==> src/rtl/sync_fifo_param.sv <==
// Parametrised single-clock FIFO with occupancy count, almost-full/empty thresholds and sticky errors.
// Define SYNC_FIFO_FWFT_EN for first-word fall-through output; default is a registered 1-cycle read.
module sync_fifo_param #(
    parameter int unsigned WIDTH    = 8,
    parameter int unsigned DEPTH    = 8,
    parameter int unsigned AF_LEVEL = 6,
    parameter int unsigned AE_LEVEL = 2
) (
    input  logic                     clk,
    input  logic                     rst_n,
    input  logic                     wr_en,
    input  logic [WIDTH-1:0]         data_in,
    input  logic                     rd_en,
    output logic [WIDTH-1:0]         data_out,
    output logic                     rd_valid,
    output logic                     full,
    output logic                     empty,
    output logic                     almost_full,
    output logic                     almost_empty,
    output logic [$clog2(DEPTH):0]   count,
    output logic                     overflow,
    output logic                     underflow,
    input  logic                     err_clr
);

    localparam int unsigned AW = $clog2(DEPTH);
    localparam int unsigned PW = AW + 1;
    localparam logic [PW-1:0] AF_L = PW'(AF_LEVEL);
    localparam logic [PW-1:0] AE_L = PW'(AE_LEVEL);

    logic [WIDTH-1:0] mem [DEPTH];

    logic [PW-1:0]    wr_ptr_q, wr_ptr_d;
    logic [PW-1:0]    rd_ptr_q, rd_ptr_d;
    logic [PW-1:0]    count_q, count_d;
    logic             full_q, full_d;
    logic             empty_q, empty_d;
    logic             almost_full_q, almost_full_d;
    logic             almost_empty_q, almost_empty_d;
    logic             overflow_q, overflow_d;
    logic             underflow_q, underflow_d;
    logic [WIDTH-1:0] dout_q, dout_d;
    logic             wr_accept, rd_accept;
    logic [WIDTH-1:0] head_word;

    assign head_word = mem[rd_ptr_q[AW-1:0]];

    always_comb begin
        wr_accept = wr_en && !full_q;
        rd_accept = rd_en && !empty_q;

        wr_ptr_d = wr_accept ? wr_ptr_q + PW'(1) : wr_ptr_q;
        rd_ptr_d = rd_accept ? rd_ptr_q + PW'(1) : rd_ptr_q;

        count_d = count_q;
        case ({wr_accept, rd_accept})
            2'b10:   count_d = count_q + PW'(1);
            2'b01:   count_d = count_q - PW'(1);
            default: count_d = count_q;
        endcase

        // Status is computed from the post-edge pointers so the flags are pure flops.
        full_d         = (wr_ptr_d[AW] != rd_ptr_d[AW]) && (wr_ptr_d[AW-1:0] == rd_ptr_d[AW-1:0]);
        empty_d        = (wr_ptr_d == rd_ptr_d);
        almost_full_d  = (count_d >= AF_L);
        almost_empty_d = (count_d <= AE_L);

        overflow_d = overflow_q;
        if (err_clr)           overflow_d = 1'b0;
        if (wr_en && full_q)   overflow_d = 1'b1;

        underflow_d = underflow_q;
        if (err_clr)           underflow_d = 1'b0;
        if (rd_en && empty_q)  underflow_d = 1'b1;

`ifdef SYNC_FIFO_FWFT_EN
        dout_d = empty_q ? dout_q : head_word;
`else
        dout_d = rd_accept ? head_word : dout_q;
`endif
    end

    always_ff @(posedge clk) begin
        if (wr_accept) begin
            mem[wr_ptr_q[AW-1:0]] <= data_in;
        end
    end

    always_ff @(posedge clk or negedge rst_n) begin
        if (!rst_n) begin
            wr_ptr_q       <= '0;
            rd_ptr_q       <= '0;
            count_q        <= '0;
            full_q         <= 1'b0;
            empty_q        <= 1'b1;
            almost_full_q  <= 1'b0;
            almost_empty_q <= 1'b1;
            overflow_q     <= 1'b0;
            underflow_q    <= 1'b0;
            dout_q         <= '0;
        end else begin
            wr_ptr_q       <= wr_ptr_d;
            rd_ptr_q       <= rd_ptr_d;
            count_q        <= count_d;
            full_q         <= full_d;
            empty_q        <= empty_d;
            almost_full_q  <= almost_full_d;
            almost_empty_q <= almost_empty_d;
            overflow_q     <= overflow_d;
            underflow_q    <= underflow_d;
            dout_q         <= dout_d;
        end
    end

`ifdef SYNC_FIFO_FWFT_EN
    // Head word is shown live; dout_q only remembers the last word for when the FIFO empties.
    assign data_out = empty_q ? dout_q : head_word;
    assign rd_valid = !empty_q;
`else
    logic rd_valid_q, rd_valid_d;

    always_comb begin
        rd_valid_d = rd_accept;
    end

    always_ff @(posedge clk or negedge rst_n) begin
        if (!rst_n) begin
            rd_valid_q <= 1'b0;
        end else begin
            rd_valid_q <= rd_valid_d;
        end
    end

    assign data_out = dout_q;
    assign rd_valid = rd_valid_q;
`endif

    assign full         = full_q;
    assign empty        = empty_q;
    assign almost_full  = almost_full_q;
    assign almost_empty = almost_empty_q;
    assign count        = count_q;
    assign overflow     = overflow_q;
    assign underflow    = underflow_q;

endmodule

==> config.mk <==
export PLATFORM = sky130hd
export DESIGN_NAME = sync_fifo_param
export DESIGN_NICKNAME = d
export VERILOG_FILES = /design/src/rtl/sync_fifo_param.sv
export SDC_FILE = /design/constraint.sdc
export NUM_CORES = 1
export LEC_CHECK = 0
export CORE_MARGIN = 1.5
export CORE_UTILIZATION = 57
export CTS_CLUSTER_SIZE = 28
export DETAILED_ROUTE_END_ITERATION = 7
export PLACE_DENSITY = 0.9
export REMOVE_ABC_BUFFERS = 1
export SETUP_SLACK_MARGIN = 0.05
export SLEW_MARGIN = 25
export SYNTH_ARGS = -nofsm -noshare
export SYNTH_HDL_FRONTEND = slang
export SYNTH_SLANG_ARGS = --single-unit
==> constraint.sdc <==
create_clock -name clk -period 3.4 [get_ports clk]
set_input_delay 0.68 -clock clk [delete_from_list [all_inputs] [get_ports clk]]
set_output_delay 0.68 -clock clk [all_outputs]
set_load 0.01 [all_outputs]
======== Word level (Yosys, flattened, before mapping) ========
Memory sizes are Yosys's and may differ from the RTL's. A register that Yosys moved wholly into a read port is not among the register bits.
Index checks and enable logic that the tools add are counted.
storage, ports and cells
  memories ................................ 1
  logic and storage cells ................. 40
  output and inout bits ................... 19
  register bits after elaboration ......... 19
  memory bits (writable) .................. 64
operators by class
  add/sub/neg operators ................... 4
  equal/unequal tests ..................... 5
  $lt $le $gt $ge ......................... 2
  mux-type cells .......................... 8
  reductions and logical operators ........ 10
memories
  name  words  width  rd ports  clocked after memory_dff  write ports  line  source
  mem   8      8      1         1                         1            31    logic [WIDTH-1:0] mem [DEPTH];
operators by type and width
  cell                 number
  $add 4x1->4 const B  3
  $mux 4               2
  $pmux 4 s2           1
  $logic_and 1x1->1    5
  $mux 1               5
  $eq 4x4->1           1
  $ge 4x3->1 const B   1
  $le 4x2->1 const B   1
  $reduce_bool 2->1    2
  $sub 4x1->4 const B  1
  $eq 3x3->1           1
  $logic_not 1->1      3
  $eq 2x1->1 const B   1
  $eq 2x2->1 const B   1
  $ne 1x1->1           1

======== Depth between registers and ports, before layout ========
  depth after elaboration ................. 5
  mapped depth ............................ 10
  mapped depth without buffers ............ 10

======== Worst setup path before layout ========
No wires, ideal clock.
  kind .................................... input to register
  from .................................... input port rd_en
  to ...................................... register almost_full_q (netlist: almost_full)
  data arrival time ....................... 2.471 ns
  setup time .............................. 0.119 ns
  setup slack ............................. 0.810 ns
  cell stages on the path ................. 10
  cells stage by stage .................... nand2b_2 > clkbuf_1 > clkbuf_1 > inv_1 > ha_1 > nor4b_1 > a31oi_1 > a21oi_1 > xnor2_1 > a21bo_2
on the way
  cells in the longest elaborated chain, start to end .. 4
  elaborated cells on any way between the ends .. 5
RTL lines
  what                                      line  source
  start, declared                           13    input logic rd_en,
  $logic_and 1x1->1 (*)                     50    rd_accept = rd_en && !empty_q;
  $eq 2x1->1 or $eq 2x2->1 (tied branches)  56    case ({wr_accept, rd_accept})
  $pmux 4 s2 (*)                            56
  $ge 4x3->1 (*)                            65    almost_full_d = (count_d >= AF_L);
  via almost_full_d                         38    logic almost_full_q, almost_full_d;
  end signal, assigned                      107   almost_full_q <= almost_full_d;
  end, declared                             38
Mark *: on every way through the listed nets, which the timed path passes. The rest lies on a longest branch.
A chain may end at the register's enable or synchronous reset.

======== Final worst setup path ========
  from .................................... input port rd_en
  to ...................................... register almost_full_q (netlist: almost_full)
on the way
  cells in the longest elaborated chain, start to end .. 4
  elaborated cells on any way between the ends .. 5
RTL lines
  what                                      line  source
  $logic_and 1x1->1 (*)                     50
  via rd_accept                             43    logic wr_accept, rd_accept;
  $eq 2x1->1 or $eq 2x2->1 (tied branches)  56
  $pmux 4 s2 (*)                            56
  via count_d[2]                            35    logic [PW-1:0] count_q, count_d;
  $ge 4x3->1 (*)                            65
  via almost_full_d                         38
Marks and branches as above.

==> impl_metrics.py <==
metrics = {
    "run_status": {
        "status": "finished, final reports clean",
    },
    "timing": {
        "rsz0062_at_grt": "false",
        "max_clock_freq_ghz": 0.3700,
        "min_period_ns": 2.702,
        "fin_skew_ns": 0.01107,
        "drv_slew": 0,
        "hold_violations": 0,
        "fin_hold_ws_ns": 0.4910,
        "setup_tns_ns": 0,
        "setup_viol": 0,
        "max_slew.worst_pin.slew_ns": 0.8696,
        "slew_headroom": 0.4203,
        "min_period_over_period": 0.7948,
    },
    "critical_path": {
        "end_kind": "register",
        "arrival_ns": 2.95,
        "rr_worst_depth": 10,
        "critical_path_class": "primary input to register",
        "cp_data_required_time_ns": 3.65,
        "cp_cell_sequence": "clkdlybuf4s50_1 -> nand2b_2 -> inv_2 -> nand2_1 -> xnor2_1 -> ha_1 -> a21oi_1 -> a21boi_0 -> nor3_1 -> xor2_1 -> a21bo_2",
        "reg2reg_to": "almost_full",
        "critPathSlowestCell": "clkdlybuf4s50_1",
        "r2r_start": "empty",
        "cpPeakStageDelay_ns": 0.51,
        "cp_max_fo": 10,
        "cp-start-kind": "primary input",
        "regToRegSetupSlack_ns": 1.02,
    },
    "global_routing": {
        "antenna_found_initial": 0,
        "grt_pass1_wl_um": 11040,
        "overflow": 0,
        "grt.total_usage": 0.2146,
        "grt_pass1_vias": 2119,
        "grt_start_max_net_pins": 28,
    },
    "yosys": {
        "synthTopCellsByArea": "edfxtp_1 (52%), dfrtp_1 (17%), mux4_2 (9.8%), mux2i_1 (2.2%), xnor2_1 (1.9%)",
        "netlist.area_leader.share": 0.5235,
        "synth.ff_latch_count": 91,
        "synth_edf_count": 64,
        "ys_warn_count": 0,
        "yosys-top-cells-count": "edfxtp_1 (64), dfrtp_1 (25), mux4_2 (16), nand2_1 (15), o21ai_0 (11)",
        "avgSynthCellArea_um2": 17.23,
        "synth.distinct_cells": 37,
        "ys.flop_type": "edfxtp_1",
        "netlist_area_um2": 3671,
        "synth.most_common_cell": "edfxtp_1",
        "yosysTopAreaCell": "edfxtp_1",
        "synth-seq-area-share": 0.7082,
        "async_flop_share": 0.2967,
        "synth_cells": 213,
    },
    "routing": {
        "vias_per_cell": 5.789,
        "drc": 0,
        "initialDrtViolationCount": 196,
        "drt_first_pass_iters": 4,
        "vias": 1974,
        "routed_wirelength_um": 6690,
        "drt-wirelength-per-cell_um": 19.62,
        "antenna_left": 0,
    },
    "clocking": {
        "postCtsHoldBufs": 0,
        "cts_buffers": 9,
        "clock_sinks": 91,
        "clock_latency_ns": 0.35,
        "post_cts_buffers": 0,
        "h-tree-depth": 3,
        "cts_resized": 0,
        "ctsLongestPathBuffers": 2,
        "root_buffer": "clkbuf_8",
        "clkTransAtPathRegs_ns": 0.09,
        "cts_tree": "done",
    },
    "finish": {
        "multi_input_area_um2": 1001,
        "seq_area_um2": 2600,
        "syn2layout_area_growth_pct": 17.89,
        "final_area_um2": 4328,
        "drive_gt1_frac": 0.1970,
        "n_antenna_cell": 0,
        "fillers": 398,
        "fin_nets": 276,
    },
    "power_and_ir_drop": {
        "fin_total_pwr_mw": 3.621,
        "power_leakage_nw": 1.568,
        "p_per_area_nw_per_um2": 836.7,
        "ir_worst_vdd_v": 0.0004285,
    },
    "worst_hold_path": {
        "hold_class": "register to register",
        "min_delay_worst_endpoint": "data_out[4]",
        "hold_depth": 2,
        "hp-start": "data_out[4]",
    },
    "floorplanning": {
        "rows": 29,
        "floorplan.core_area_um2": 6277,
        "die_w_um": 83.25,
        "die-area_um2": 6931,
        "ioPinCount": 32,
        "die_height_um": 83.25,
        "start_util": 0.5848,
    },
    "flow_run": {
        "drv_cap": 0,
    },
    "placement": {
        "gp_congestion": 0.7154,
        "io_buffers": 31,
        "dpl.hpwl_um": 4488,
        "placed_cell_area_um2": 4126,
    },
}
-- cell usage in the layout (no fill, tap or decap), types with 7 or more instances in the layout --
| cell | instances |
|---|---|
| buf_4 | 11 |
| clkbuf_8 | 9 |
| clkdlybuf4s50_1 | 31 |
| dfrtp_1 | 25 |
| edfxtp_1 | 64 |
| inv_1 | 7 |
| mux2i_1 | 8 |
| mux4_2 | 16 |
| nand2_1 | 15 |
| nor3_1 | 7 |
| o21ai_0 | 11 |
| xnor2_1 | 8 |
-- area by class of cell --
| class | instances | area share |
|---|---|---|
| sequential | 91 | 0.6008 |
| multi-input combinational | 106 | 0.2313 |
| timing repair buffer | 42 | 0.09078 |
| clock buffer | 10 | 0.02949 |
| tap | 77 | 0.02226 |
| clock inverter | 6 | 0.01706 |
| inverter | 9 | 0.008384 |
-- registers in the layout, indices dropped and copies added (netlist names) --
name / flops
almost_empty: 1
almost_full: 1
count: 4
data_out: 8
empty: 1
full: 1
mem: 64
overflow: 1
rd_ptr_q: 4
rd_valid: 1
underflow: 1
wr_ptr_q: 4
-- metal layers --
metal  up-vias  share of wire  track usage
met2        65           0.54       0.3614
li1        900              -            -
met4         0          0.024       0.1030
met3        19          0.054      0.04274
met5         -              0            0
met1       990           0.38       0.2688
-- report_power, final --
| group | switching, mW | total, mW | internal, mW |
|---|---|---|---|
| Sequential | 0.232 | 1.68 | 1.45 |
| Clock | 0.384 | 0.733 | 0.349 |
| Combinational | 0.542 | 1.21 | 0.667 |
| Total | 1.16 | 3.62 | 2.46 |
-- worst max-delay path: cells and delay by family --
kind,cells,cell delay (ns)
compound gates,3,0.74
buf+inv,2,0.67
simple gates,3,0.36
xor+xnor,2,0.29
fa+ha+maj,1,0.19
-- how the worst max path moves through the flow --
stage	start	endpoint	slack, ns	cells past startpoint
after floorplan	rd_en	almost_full	1.07	10
after global placement	rd_en	almost_full	0.48	11
after detailed placement	rd_en	almost_full	0.34	11
after CTS	rd_en	almost_full	0.71	11
after global routing	rd_en	almost_full	0.54	11
final	rd_en	almost_full	0.70	11
-- kinds of logic (layout without fill, tap and decap cells) --
group | Yosys count | in the layout | share of synthesized area
buffers and inverters | 16 | 67 | 0.01909
AND/OR/NAND/NOR | 41 | 41 | 0.06067
multiplexers | 27 | 27 | 0.1343
adder cells (fa/ha/maj) | 4 | 4 | 0.01363
flip-flops | 91 | 91 | 0.7082
AO/OA/AOI/OAI | 20 | 20 | 0.03068
XOR/XNOR | 14 | 14 | 0.03340
-- stage by stage --
stage                       util  setup WS (ns)  std cells
after floorplan                -          1.070        206
after global placement    0.6574         0.4775        325
after detailed placement  0.6574         0.3434        325
after CTS                 0.6895         0.7109        341
after global routing      0.6895         0.5355        341
final                     0.6895         0.6976        341
(Power assumes the default switching activity.)
